## config.mk

```make
export PLATFORM = sky130hd
export DESIGN_NAME = fu_issue_scheduler
export DESIGN_NICKNAME = d
export VERILOG_FILES = /design/src/rtl/rv32_fu_pkg.sv /design/src/rtl/fu_reservation_shifter.sv /design/src/rtl/fu_issue_scheduler.sv
export SDC_FILE = /design/constraint.sdc
export NUM_CORES = 1
export LEC_CHECK = 0
export BUFFER_PORTS_ARGS = -buffer_cell sky130_fd_sc_hd__buf_2
export CAP_MARGIN = 5
export CORE_MARGIN = 2
export CORE_UTILIZATION = 41
export CTS_CLUSTER_DIAMETER = 30
export DETAILED_ROUTE_END_ITERATION = 8
export SLEW_MARGIN = 20
export SYNTH_ARGS = -nofsm -noshare
export SYNTH_HDL_FRONTEND = slang
export SYNTH_SLANG_ARGS = --single-unit
```

## constraint.sdc

```tcl
create_clock -name clk -period 6.53 [get_ports clk]
set_input_delay 1.306 -clock clk [delete_from_list [all_inputs] [get_ports clk]]
set_output_delay 1.306 -clock clk [all_outputs]
set_load 0.005 [all_outputs]
```

## src/rtl/rv32_fu_pkg.sv

```systemverilog
// Shared functional-unit constants for the RV32 issue logic.
package rv32_fu_pkg;

    localparam int NUM_FU         = 6;
    localparam int MAX_FU_LATENCY = 31;
    localparam int FU_ID_W        = 3;
    localparam int LAT_W          = 5;
    localparam int REG_W          = 5;

    localparam logic [FU_ID_W-1:0] FU_ALU  = 3'd0;
    localparam logic [FU_ID_W-1:0] FU_MEM  = 3'd1;
    localparam logic [FU_ID_W-1:0] FU_MUL  = 3'd2;
    localparam logic [FU_ID_W-1:0] FU_DIV  = 3'd3;
    localparam logic [FU_ID_W-1:0] FU_FPU  = 3'd4;
    localparam logic [FU_ID_W-1:0] FU_JUMP = 3'd5;

    // Reservation entries store FU ID + 1 so that zero can mean "slot empty".
    function automatic logic [FU_ID_W-1:0] fu_tag(input logic [FU_ID_W-1:0] fu);
        return fu + FU_ID_W'(1);
    endfunction

endpackage

```

## src/rtl/fu_reservation_shifter.sv

```systemverilog
// Writeback reservation table: slot k names the FU writing back k cycles from now.
module fu_reservation_shifter
    import rv32_fu_pkg::*;
#(
    parameter int DEPTH   = MAX_FU_LATENCY + 1,
    parameter int IDX_W   = LAT_W,
    parameter int ENTRY_W = FU_ID_W
) (
    input  logic               clk,
    input  logic               rst,
    input  logic               shift,
    input  logic               clear,
    input  logic               wr_en,
    input  logic [IDX_W-1:0]   wr_idx,
    input  logic [ENTRY_W-1:0] wr_val,
    input  logic [IDX_W-1:0]   look_idx,
    output logic [ENTRY_W-1:0] slot0,
    output logic [ENTRY_W-1:0] look_val
);

    logic [ENTRY_W-1:0] reservation_reg [DEPTH];

    // Advance the table one slot per cycle; a new reservation lands in the post-shift table.
    always_ff @(posedge clk or posedge rst) begin
        if (rst) begin
            for (int k = 0; k < DEPTH; k++) reservation_reg[k] <= '0;
        end else if (clear) begin
            for (int k = 0; k < DEPTH; k++) reservation_reg[k] <= '0;
        end else begin
            if (shift) begin
                for (int k = 0; k < DEPTH - 1; k++) reservation_reg[k] <= reservation_reg[k+1];
                reservation_reg[DEPTH-1] <= '0;
            end
            if (wr_en && (int'(wr_idx) < DEPTH)) reservation_reg[wr_idx] <= wr_val;
        end
    end

    // Slot 0 drives writeback; the lookup slot detects writeback-port collisions.
    always_comb begin
        slot0    = reservation_reg[0];
        look_val = '0;
        if (int'(look_idx) < DEPTH) look_val = reservation_reg[look_idx];
    end

endmodule

```

## src/rtl/fu_issue_scheduler.sv

```systemverilog
// Scoreboard-style issue scheduler: tracks busy FUs, pending destinations and
// the shared writeback port, and only accepts hazard-free instructions.
module fu_issue_scheduler #(
    parameter int NUM_FU         = rv32_fu_pkg::NUM_FU,
    parameter int MAX_FU_LATENCY = rv32_fu_pkg::MAX_FU_LATENCY
) (
    input  logic                                  clk,
    input  logic                                  rst,
    input  logic                                  issue_valid,
    input  logic [rv32_fu_pkg::FU_ID_W-1:0]       issue_fu,
    input  logic [rv32_fu_pkg::LAT_W-1:0]         issue_lat,
    input  logic [rv32_fu_pkg::REG_W-1:0]         issue_rd,
    input  logic [rv32_fu_pkg::REG_W-1:0]         issue_rs1,
    input  logic [rv32_fu_pkg::REG_W-1:0]         issue_rs2,
    output logic                                  issue_ready,
    input  logic                                  flush,
    output logic [NUM_FU-1:0]                     fu_status,
    output logic [NUM_FU*rv32_fu_pkg::REG_W-1:0]  fu_write_to,
    output logic [NUM_FU-1:0]                     fu_writeback_en,
    output logic [rv32_fu_pkg::REG_W-1:0]         wb_rd,
    output logic                                  err_lat
);

    import rv32_fu_pkg::*;

    localparam int DEPTH = MAX_FU_LATENCY + 1;

    logic [NUM_FU-1:0]  FU_status;
    logic [REG_W-1:0]   FU_write_to [NUM_FU];
    logic [NUM_FU-1:0]  FU_writeback_en;

    logic [FU_ID_W-1:0] slot0;
    logic [FU_ID_W-1:0] look_val;
    logic               legal;
    logic               busy_hit;
    logic               raw_hit;
    logic               waw_hit;
    logic               port_hit;
    logic               accept;
    logic [NUM_FU-1:0]  accept_mask;
    logic [REG_W-1:0]   wb_sel;

    fu_reservation_shifter #(
        .DEPTH   (DEPTH),
        .IDX_W   (LAT_W),
        .ENTRY_W (FU_ID_W)
    ) u_shifter (
        .clk      (clk),
        .rst      (rst),
        .shift    (1'b1),
        .clear    (flush),
        .wr_en    (accept),
        .wr_idx   (issue_lat - LAT_W'(1)),
        .wr_val   (fu_tag(issue_fu)),
        .look_idx (issue_lat),
        .slot0    (slot0),
        .look_val (look_val)
    );

    // Hazard detection against every busy FU; there is no bypass, so an FU in its
    // own writeback cycle still blocks dependants.
    always_comb begin
        legal    = (issue_lat != '0) && (int'(issue_lat) <= MAX_FU_LATENCY) &&
                   (int'(issue_fu) < NUM_FU);
        busy_hit = 1'b0;
        raw_hit  = 1'b0;
        waw_hit  = 1'b0;
        for (int f = 0; f < NUM_FU; f++) begin
            if (FU_status[f]) begin
                if (int'(issue_fu) == f) busy_hit = 1'b1;
                if ((issue_rs1 != '0 && issue_rs1 == FU_write_to[f]) ||
                    (issue_rs2 != '0 && issue_rs2 == FU_write_to[f])) raw_hit = 1'b1;
                if (issue_rd != '0 && issue_rd == FU_write_to[f]) waw_hit = 1'b1;
            end
        end
        port_hit    = (look_val != '0);
        issue_ready = legal & ~busy_hit & ~raw_hit & ~waw_hit & ~port_hit & ~flush;
        accept      = issue_valid & issue_ready;
        accept_mask = '0;
        for (int f = 0; f < NUM_FU; f++)
            if (accept && int'(issue_fu) == f) accept_mask[f] = 1'b1;
    end

    // Decode slot 0 into the one-hot writeback strobe and the register written back.
    always_comb begin
        FU_writeback_en = '0;
        wb_sel          = '0;
        for (int f = 0; f < NUM_FU; f++) begin
            if (int'(slot0) == f + 1) begin
                FU_writeback_en[f] = 1'b1;
                wb_sel             = FU_write_to[f];
            end
        end
    end

    // Per-FU busy flag and destination: set on accept, busy cleared after writeback.
    always_ff @(posedge clk or posedge rst) begin
        if (rst) begin
            FU_status <= '0;
            for (int f = 0; f < NUM_FU; f++) FU_write_to[f] <= '0;
        end else if (flush) begin
            FU_status <= '0;
            for (int f = 0; f < NUM_FU; f++) FU_write_to[f] <= '0;
        end else begin
            FU_status <= (FU_status & ~FU_writeback_en) | accept_mask;
            for (int f = 0; f < NUM_FU; f++)
                if (accept_mask[f]) FU_write_to[f] <= issue_rd;
        end
    end

    // Sticky flag for an instruction presented with an illegal latency or FU ID.
    always_ff @(posedge clk or posedge rst) begin
        if (rst)                       err_lat <= 1'b0;
        else if (issue_valid && !legal) err_lat <= 1'b1;
    end

    // Flatten the per-FU destinations onto the output bus.
    always_comb begin
        fu_write_to = '0;
        for (int f = 0; f < NUM_FU; f++) fu_write_to[f*REG_W +: REG_W] = FU_write_to[f];
    end

    assign fu_status       = FU_status;
    assign fu_writeback_en = FU_writeback_en;
    assign wb_rd           = wb_sel;

endmodule

```

# After elaboration in Yosys (flattened, before gate mapping)
# Cells that the tools add are included.
[op_classes]
add_sub_neg = 2
n_lt_le_gt_ge = 4
n_eq_ne = 29
n_mux = 71
n_bitwise = 16
n_reduce_logical = 46
[op_table]
columns = ["op", "n"]
rows = [
  ["96-bit 2-to-1 mux", 3],
  ["96-bit bitwise mux", 1],
  ["5-bit == test", 18],
  ["5-bit 2-to-1 mux", 12],
  ["1-bit 2-to-1 mux", 48],
  ["30-bit 2-to-1 mux", 1],
  ["1-bit logical AND", 27],
  ["3-bit == test (second input constant)", 8],
  ["5-bit nonzero test", 4],
  ["3-bit binary-select mux with 5-bit select", 1],
  ["3-bit demux with 5-bit select", 1],
  ["6-bit greater-or-equal comparator (second input constant)", 2],
  ["5-bit NOT with 6-bit output", 2],
  ["2-bit nonzero test", 6],
  ["3-bit by 2-bit == test with 1-bit output (second input constant)", 3],
  ["3-bit 2-to-1 mux", 3],
  ["1-bit AND", 6],
  ["6-bit AND", 1],
  ["1-bit logical OR", 6],
  ["6-bit by 1-bit < comparator with 1-bit output (second input constant)", 1],
  ["6-bit 2-to-1 mux", 1],
  ["6-bit NOT", 1],
  ["6-bit bitwise OR", 1],
  ["1-bit NOT", 5],
  ["other kinds (6)", 6],
]
[word_totals]
regBits = 133
inputBits = 27
out_inout_bits = 49
wordCells = 208

# Depth between registers and ports, before layout
# Gate-level depths: netlist of run 1.
[depth]
word_depth = 25
ltp_mapped = 11
mapped_depth_nobuf = 9

# By module
# From an unflattened synthesis of run 1, not the netlist that was laid out.
[hier_totals]
hier_cells = 927
hier_area_um2 = 9263.9
[modules_own_cells]
columns = ["mod", "n_inst", "cells_each", "area_per_inst_um2", "seq_area_each_um2"]
rows = [
  ["fu_reservation_shifter", 1, 544, 5858.1, 2402.3],
  ["fu_issue_scheduler", 1, 383, 3405.8, 925.9],
]

# Worst setup path before layout of run 1
# Ideal clock, no wire load.
[synth_path]
path_type = "input to output"
start = "in issue_rs2[1] (netlist name)"
end = "out issue_ready"
arrival_time_ps = 3754
t_required_ps = 5224
slack_ps = 1470
cell_stages = 9
path_buffers = 2
cell_sequence = "clkbuf_1 or4_1 o211ai_1 o22ai_1 a2111o_1 nor4_4 nand3_2 clkbuf_1 inv_1"
[synth_between]
elab_chain_cells = 20
word_cells_on_any_way = 36
classes_between = "eq/ne (6); mux (12); bitwise (5); reduce/logical (13)"
[synth_rtl]
columns = ["element", "line_no", "text"]
rows = [
  ["from (decl)", "fu_issue_scheduler.sv:14", "input logic [rv32_fu_pkg::REG_W-1:0] issue_rs2,"],
  ["5-bit == test / 5-bit nonzero test (equally long branches)", "fu_issue_scheduler.sv:72", "(issue_rs2 != '0 && issue_rs2 == FU_write_to[f])) raw_hit = 1'b1;"],
  ["1-bit logical AND", "fu_issue_scheduler.sv:72", ""],
  ["1-bit logical OR", "fu_issue_scheduler.sv:71", "if ((issue_rs1 != '0 && issue_rs1 == FU_write_to[f]) ||"],
  ["1-bit 2-to-1 mux", "fu_issue_scheduler.sv:71", ""],
  ["1-bit 2-to-1 mux", "fu_issue_scheduler.sv:69", "if (FU_status[f]) begin"],
  ["1-bit 2-to-1 mux", "fu_issue_scheduler.sv:71", ""],
  ["1-bit 2-to-1 mux", "fu_issue_scheduler.sv:69", ""],
  ["1-bit 2-to-1 mux", "fu_issue_scheduler.sv:71", ""],
  ["1-bit 2-to-1 mux", "fu_issue_scheduler.sv:69", ""],
  ["1-bit 2-to-1 mux", "fu_issue_scheduler.sv:71", ""],
  ["1-bit 2-to-1 mux", "fu_issue_scheduler.sv:69", ""],
  ["1-bit 2-to-1 mux", "fu_issue_scheduler.sv:71", ""],
  ["1-bit 2-to-1 mux", "fu_issue_scheduler.sv:69", ""],
  ["1-bit 2-to-1 mux", "fu_issue_scheduler.sv:71", ""],
  ["1-bit 2-to-1 mux *", "fu_issue_scheduler.sv:69", ""],
  ["1-bit NOT *", "fu_issue_scheduler.sv:77", "issue_ready = legal & ~busy_hit & ~raw_hit & ~waw_hit & ~port_hit & ~flush;"],
  ["1-bit AND * (4 in a row)", "fu_issue_scheduler.sv:77", ""],
  ["to (decl)", "fu_issue_scheduler.sv:15", "output logic issue_ready,"],
]
# Every way passes the cells marked *; elsewhere a longest branch is shown, timed or not.

# Worst setup path in the final report of run 1
[layout_path]
start = "in issue_fu[0] (netlist name)"
end = "out issue_ready"
[layout_between]
elab_chain_cells = 19
word_cells_on_any_way = 26
classes_between = "order compare (1); eq/ne (5); mux (12); bitwise (6); reduce/logical (2)"
[layout_rtl]
columns = ["element", "line_no", "text"]
rows = [
  ["from (decl)", "fu_issue_scheduler.sv:10", "input logic [rv32_fu_pkg::FU_ID_W-1:0] issue_fu,"],
  ["3-bit zero test", "fu_issue_scheduler.sv:70", "if (int'(issue_fu) == f) busy_hit = 1'b1;"],
  ["1-bit 2-to-1 mux", "fu_issue_scheduler.sv:70", ""],
  ["1-bit 2-to-1 mux", "fu_issue_scheduler.sv:69", ""],
  ["1-bit 2-to-1 mux", "fu_issue_scheduler.sv:70", ""],
  ["1-bit 2-to-1 mux", "fu_issue_scheduler.sv:69", ""],
  ["1-bit 2-to-1 mux", "fu_issue_scheduler.sv:70", ""],
  ["1-bit 2-to-1 mux", "fu_issue_scheduler.sv:69", ""],
  ["1-bit 2-to-1 mux", "fu_issue_scheduler.sv:70", ""],
  ["1-bit 2-to-1 mux", "fu_issue_scheduler.sv:69", ""],
  ["1-bit 2-to-1 mux", "fu_issue_scheduler.sv:70", ""],
  ["1-bit 2-to-1 mux", "fu_issue_scheduler.sv:69", ""],
  ["1-bit 2-to-1 mux", "fu_issue_scheduler.sv:70", ""],
  ["1-bit 2-to-1 mux", "fu_issue_scheduler.sv:69", ""],
  ["1-bit NOT", "fu_issue_scheduler.sv:77", ""],
  ["1-bit AND * (5 in a row)", "fu_issue_scheduler.sv:77", ""],
]
# Marks and branches as above.

==> key figures, run 1 <==
Timing
  – Worst Skew: between 0.015 and 0.02 ns
  – Final Hold Vio Count: 0
  – Max-slew violation count: 0
  – Sum Neg Setup Slack: 0 ns
  – RSZ-0062 raised after global routing: no
  – Final count of negative-setup-slack endpoints: 0
  – Final period util: 0.794
  – Worst-margin pin slew: roughly 1.0 ns
  – Slew margin rel.: 0.303
  – Min cycle time layout: ~5.2 ns
  – Fmax: around 0.19 GHz

Global routing
  – First-pass GRT wire length: 37.7 mm
  – Initial antenna violation count: 0
  – Gr ovfl total: 0
  – GR peak layer: met2
  – Global Route met3 Usage: 0.0370
  – Met1 usage: 0.334
  – GRT Overall Usage: 0.244
  – Vias in the first global route: 6426
  – Largest net degree at the start of global routing: 93
  – GRT met2 Usage: 0.404

Cells and area
  – Layout net count: between 800 and 900
  – Syn-to-layout area delta: 13.8%
  – Layout cells sized above 1: 0.145
  – Max FFs per register: a little over 90
  – Diodes inserted: 0
  – Non-Filler Instances: ~1100

Clock network
  – Clock Sink Count: about 130
  – Post-CTS setup buffers: 0
  – Clk slew on worst S/H paths: approximately 0.060 ns
  – Resize count post-CTS: 0
  – Clock latency on the worst-skew pair: 0.42 ns
  – Root Driver: clkbuf_16
  – CTS tree: built
  – H-tree levels: 4
  – TritonCTS buffer count: 17
  – Hold buffers post-CTS: 0
  – Worst-case clock buffer depth: 2

Power and ir drop
  – Int Pwr: about 1.4 mW
  – VDD IR max: approximately 180 uV
  – Net Sw Frac: 0.273
  – Psw: approximately 0.54 mW
  – Seq pwr share: 0.428
  – Combinational Power Share: 0.099
  – Clock power frac: 0.474
  – Pwr/cell area: between 200 and 250 nW/um^2
  – Static leakage: between 3 and 4 nW

Critical path
  – CP max-delay cell: nor4_4
  – Reg2reg end: u_shifter.reservation_reg[68]
  – Worst R2R Setup Slack: 3.11 ns
  – CP Cell Sequence: buf_2, inv_1, ha_1, a222oi_1, nand2_1, a221o_1, a2111o_1, nor4_4, nand3_2, inv_1, buf_2
  – Crit end category: output pin
  – Critical Path Max Stage Delay: between 0.4 and 0.5 ns
  – CP endpoint: issue_ready
  – CP arrival: around 3.9 ns
  – CP Launch Type: input pin
  – Worst path bufs/invs: 4
  – Worst r2r path cells: 8
  – CP Max Fanout: 8
  – Crit path depth: 11
  – CP Launch Point: issue_fu[0]
  – Setup Crit Path Kind: input pin to output pin
  – Family with the most delay on the worst path: compound AO/OA/AOI/OAI gates
  – Reg2Reg Launch Point: fu_status[0]
  – Crit path required time: roughly 5.2 ns

Synth
  – Adder-Cell Fraction of Synth Area: 0.00815
  – Synth async-reset ratio: 1.00
  – Main synth FF type: dfrtp_1
  – Top cells by area, synth: dfrtp_1 (43%), nand2b_1 (7.8%), xnor2_1 (6.2%), o31ai_1 (4.5%), xor2_1 (4.1%)
  – Post-synth top area share: 0.434
  – Synthesized area per cell: approximately 9.5 um^2
  – Post-synthesis mux area share: 0.0509
  – Post-synth top cells: dfrtp_1 (133), nand2b_1 (96), clkbuf_1 (57), inv_1 (55), xnor2_1 (54)
  – Post-Synth XOR/XNOR Area: 0.103
  – Yosys reg bits: about 130
  – Sequential share of the synthesized area: 0.434
  – Post-synth top area cell: dfrtp_1
  – Synthesized area: 7670 um^2
  – Mapped Cells: 810
  – Count of different cell masters after synthesis: 50
  – Simple-Gate Fraction of Synth Area: 0.188
  – EDFF count, synth: 0
  – Most frequent cell after synthesis: dfrtp_1
  – Compound-Gate Fraction of Synth Area: 0.158
  – Synth warn: 0
  – Main combinational cell family by area after synthesis: simple AND/OR/NAND/NOR gates

Route
  – Via density: about 5.8
  – Final wirelength: ~24 mm
  – DRT Pass-1 Iters: 5
  – Vias: ~6400
  – Post-DRT Antenna Nets: 0
  – First DRT Iteration DRCs: ~590
  – DRC: 0
  – Routed WL per cell: roughly 22 um

Floorplan
  – Die height: 141 um
  – Core area: ~19000 um^2
  – Io pins: between 70 and 80
  – Die ar.: 19800 um^2
  – Die W: around 140 um
  – Initial core utilization: 0.414
  – Rows: 50

Place
  – Cell total after placement: roughly 1100
  – Placer Congestion: ~0.98
  – Post-DP HPWL: 16.0 mm
  – PortBufs: 75

Min path
  – Min-delay worst type: flop to flop

Flow run
  – Max-cap violations: 0

Outcome
  – Run status: finished clean
-- per-stage QoR --
stage	area, um^2	util	total power, mW	hold WS (ns)	worst slack [ns]
global route	8730	0.471	2.03	0.474	1.13
floorplan	7680	-	0.989	0.447	1.47
finish	8730	0.471	1.96	0.452	1.35
detailed placement	8160	0.441	1.05	0.441	1.37
global placement	8160	0.441	1.05	0.434	1.42
CTS	8730	0.471	1.98	0.456	1.35
-- worst reg2reg max path, stage by stage, from the launching register on --
cell and delay [ns]:
dfrtp_1 0.50, a222oi_1 0.37, nand2_1 0.09, a221o_1 0.38, a2111o_1 0.44, nor4_4 0.48
nand3_2 0.23, buf_4 0.39, o32ai_1 0.45
-- layout make-up --
class / count / area (um^2)
repair buffers: 81 / 423
multi-input cells: 561 / 3910
inverters: 55 / 211
fillers: 1774 / 9790
well taps: 234 / 293
clock buffers: 18 / 429
clock inverters: 14 / 138
flip-flops and latches: 133 / 3330
-- how the worst min path moves through the flow --
| stage | startpoint | endpoint | cells after the start |
|---|---|---|---|
| 2_1_floorplan | u_shifter.reservation_reg[20] | u_shifter.reservation_reg[23] | 2 |
| 3_3_place_gp | err_lat | err_lat | 1 |
| 3_5_place_dp | err_lat | err_lat | 1 |
| 4_1_cts | err_lat | err_lat | 1 |
| 5_1_grt | err_lat | err_lat | 1 |
| 6_report | err_lat | err_lat | 1 |
-- power groups by stage --
stage / Clock [mW] / Sequential (mW) / Combinational, mW
finish: 0.929 / 0.840 / 0.194
global route: 0.978 / 0.840 / 0.213
CTS: 0.948 / 0.839 / 0.194
detailed placement: 0 / 0.855 / 0.193
global placement: 0 / 0.855 / 0.193
floorplan: 0 / 0.851 / 0.138
-- logic make-up after synthesis --
kind of cell | count (synthesis)
other | 1
AND/OR/NAND/NOR | 256
AO/OA/AOI/OAI | 170
multiplexers | 37
adder cells (fa/ha/maj) | 5
XOR/XNOR | 90
flip-flops | 133
buffers and inverters | 118
-- layer usage --
layer,vias to the layer above,routed length (um)
li1,2958,-
met1,3154,10800
met2,207,11400
met3,41,974
met4,0,442
met5,-,0
-- cell usage in the layout, fill, tap and decap left out, types with 20 or more instances in the layout --
cell,count
o22ai_1,22
nand2_1,38
nor2_1,29
xnor2_1,54
dfrtp_1,133
mux2i_1,30
nand3_1,20
xor2_1,36
o31ai_1,46
a21oi_1,21
nand2b_1,96
nor4_1,24
inv_1,54
buf_2,74
o32ai_1,26
Note: power is estimated with default switching activity, not from simulation.
==> run 2: changes to the inputs <==
==> constraint.sdc (replaced) <==
create_clock -name clk -period 5.2 [get_ports clk]
set_input_delay 1.04 -clock clk [delete_from_list [all_inputs] [get_ports clk]]
set_output_delay 1.04 -clock clk [all_outputs]
set_load 0.005 [all_outputs]
==> run 2 against run 1 <==
Effect of this change: register-to-register slack lost 1.4 ns; non-clock buffer count grew 3; worst hold slack gained 0.0047 ns; via count grew 0.74%; power grew 29%; clock power grew 32%; critical path depth is the same; final cell count grew 0.27%; clock skew shrank 0.0068 ns; combinational power grew 27%; first-iteration DRC count grew 5.4%.
==> key figures, run 2 (synthesized netlist as in run 1, its figures left out) <==
Outcome
  – Run status: finished clean (unchanged)

Timing
  – Final WS setup: 0.561 ns (was 1.35 ns)
  – Fmax: 0.216 GHz
  – Min cycle time layout: between 4 and 5 ns
  – Worst-margin pin slew: 1.08 ns (was 1.04 ns)
  – Max-slew violation count: 0 (unchanged)
  – Worst Skew: 0.0107 ns (was 0.0175 ns)
  – Final count of negative-setup-slack endpoints: 0 (unchanged)
  – Sum Neg Setup Slack: 0 ns (unchanged)
  – Final period util: 0.892
  – Final Hold Vio Count: 0 (unchanged)
  – Slew margin rel.: 0.276 (was 0.303)
  – RSZ-0062 raised after global routing: no (unchanged)
  – Worst hold margin: 0.456 ns (was 0.452 ns)

Flow run
  – Max-cap violations: 0 (unchanged)

Place
  – Post-DP HPWL: 15.9 mm (was 16.0 mm)
  – PortBufs: 75 (unchanged)
  – Setup WS pre-CTS: 0.561 ns (was 1.37 ns)
  – Placer Congestion: 0.979 (was 0.981)

Floorplan
  – Initial core utilization: 0.414 (unchanged)
  – Rows: 50 (unchanged)
  – Io pins: 76 (unchanged)
  – Die ar.: 19800 um^2 (unchanged)
  – Core area: 18500 um^2 (unchanged)
  – Die W: 141 um (unchanged)
  – Die height: 141 um (unchanged)

Cells and area
  – Max FFs per register: 93 (unchanged)
  – Layout net count: 884 (was 881)
  – Syn-to-layout area delta: 14.6% (was 13.8%)
  – Filler cells: 1775 (was 1774)
  – Most common cell after layout, fill and taps aside: dfrtp_1 (unchanged)
  – Diodes inserted: 0 (unchanged)
  – Most frequent cells in the layout: dfrtp_1 (133), nand2b_1 (96), buf_2 (74), xnor2_1 (54), inv_1 (54) (unchanged)
  – Layout cells sized above 1: 0.150 (was 0.145)

Critical path
  – Critical Path Max Stage Delay: 0.49 ns (was 0.48 ns)
  – Crit end category: output pin (unchanged)
  – CP Max Fanout: 8 (unchanged)
  – CP Cell Sequence: buf_2, inv_1, ha_1, a222oi_1, nand2_1, a221o_1, a2111o_1, nor4_4, nand3_2, inv_1, buf_2 (unchanged)
  – Worst path bufs/invs: 4 (unchanged)
  – Crit path depth: 11 (unchanged)
  – CP Launch Type: input pin (unchanged)
  – Family with the most delay on the worst path: compound AO/OA/AOI/OAI gates (unchanged)
  – Setup Crit Path Kind: input pin to output pin (unchanged)
  – Crit path required time: 4.16 ns (was 5.22 ns)
  – CP max-delay cell: nor4_4 (unchanged)
  – Worst r2r path cells: 8 (unchanged)
  – CP arrival: 3.60 ns (was 3.88 ns)

Power and ir drop
  – Pwr/cell area: 288 nW/um^2 (was 225 nW/um^2)
  – Static leakage: 3.92 nW (was 3.89 nW)
  – VDD IR max: 230 uV (was 179 uV)

Route
  – Routed WL per cell: 21.6 um (was 21.5 um)
  – Via density: 5.83 (was 5.80)
  – DRC: 0 (unchanged)
  – Final wirelength: 23.8 mm (was 23.6 mm)
  – Post-DRT Antenna Nets: 0 (unchanged)
  – DRT Pass-1 Iters: 5 (unchanged)
  – First DRT Iteration DRCs: 624 (was 592)
  – Vias: 6407 (was 6360)

Global routing
  – GRT Overall Usage: 0.242 (was 0.244)
  – Vias in the first global route: 6283 (was 6426)
  – Gr ovfl total: 0 (unchanged)
  – Initial antenna violation count: 0 (unchanged)
  – First-pass GRT wire length: 36.7 mm (was 37.7 mm)
  – Largest net degree at the start of global routing: 108 (was 93)

Clock network
  – Hold buffers post-CTS: 0 (unchanged)
  – Worst-case clock buffer depth: 2 (unchanged)
  – CTS tree: built (unchanged)
  – Clk slew on worst S/H paths: 0.06 ns (about the same)
  – H-tree levels: 4 (unchanged)
  – TritonCTS buffer count: 17 (unchanged)
  – Post-CTS setup buffers: 0 (unchanged)
  – Clock Sink Count: 133 (unchanged)
  – Clock latency on the worst-skew pair: 0.43 ns (was 0.42 ns)
  – Resize count post-CTS: 0 (unchanged)
  – Root Driver: clkbuf_16 (unchanged)

Min path
  – Min-delay worst type: flop to flop (unchanged)
  – Worst hold path cell count: 1 (unchanged)
-- run 2: cell count changes in the layout (fill, tap and decap cells not counted), sizes merged --
cell,delta
bufinv,+1
buf,+3
inv,-1
clkinv,+2
clkinvlp,-2
-- run 2: layer usage --
metal  part of all wire  track usage  wire length (um)  up-vias
li1                   -            -                 -     2964
met1               0.45        0.329             10700     3171
met2               0.47        0.387             11200      220
met3              0.050       0.0421              1180       52
met4              0.029       0.0963               681        0
met5                  0            0                 0        -
-- run 2: metrics by stage --
step / power [mW] / cell area [um^2] / util / std cells
floorplan: 1.24 / 7680 / - / 812
global placement: 1.32 / 8190 / 0.442 / 1067
detailed placement: 1.32 / 8190 / 0.442 / 1067
CTS: 2.55 / 8790 / 0.475 / 1099
global route: 2.62 / 8790 / 0.475 / 1099
finish: 2.54 / 8790 / 0.475 / 1099
-- run 2: area by class of cell --
class	instances	area [um^2]	area share
repair buffers	84	445	0.0507
inverters	55	211	0.0240
flip-flops and latches	133	3330	0.378
well taps	234	293	0.0333
multi-input cells	561	3910	0.445
clock buffers	18	439	0.0499
clock inverters	14	163	0.0185
-- run 2: worst paths after layout --
| kind | slack (ns) | from | end |
|---|---|---|---|
| setup / recovery | 0.56 | issue_fu[1] | issue_ready |
| hold / removal | 0.46 | err_lat | err_lat |
| setup reg to reg | 1.72 | fu_status[0] | u_shifter.reservation_reg[66] |
| hold reg to reg | 0.46 | err_lat | err_lat |
| max in group asynchronous | 3.40 | rst | u_shifter.reservation_reg[21] |
| min in group asynchronous | 0.84 | rst | fu_write_to[21] |
-- run 2: power breakdown --
group,total [mW],internal (mW),switching [mW]
combinational,0.247,0.0788,0.168
sequential,1.05,1.04,0.0107
clock,1.23,0.732,0.503
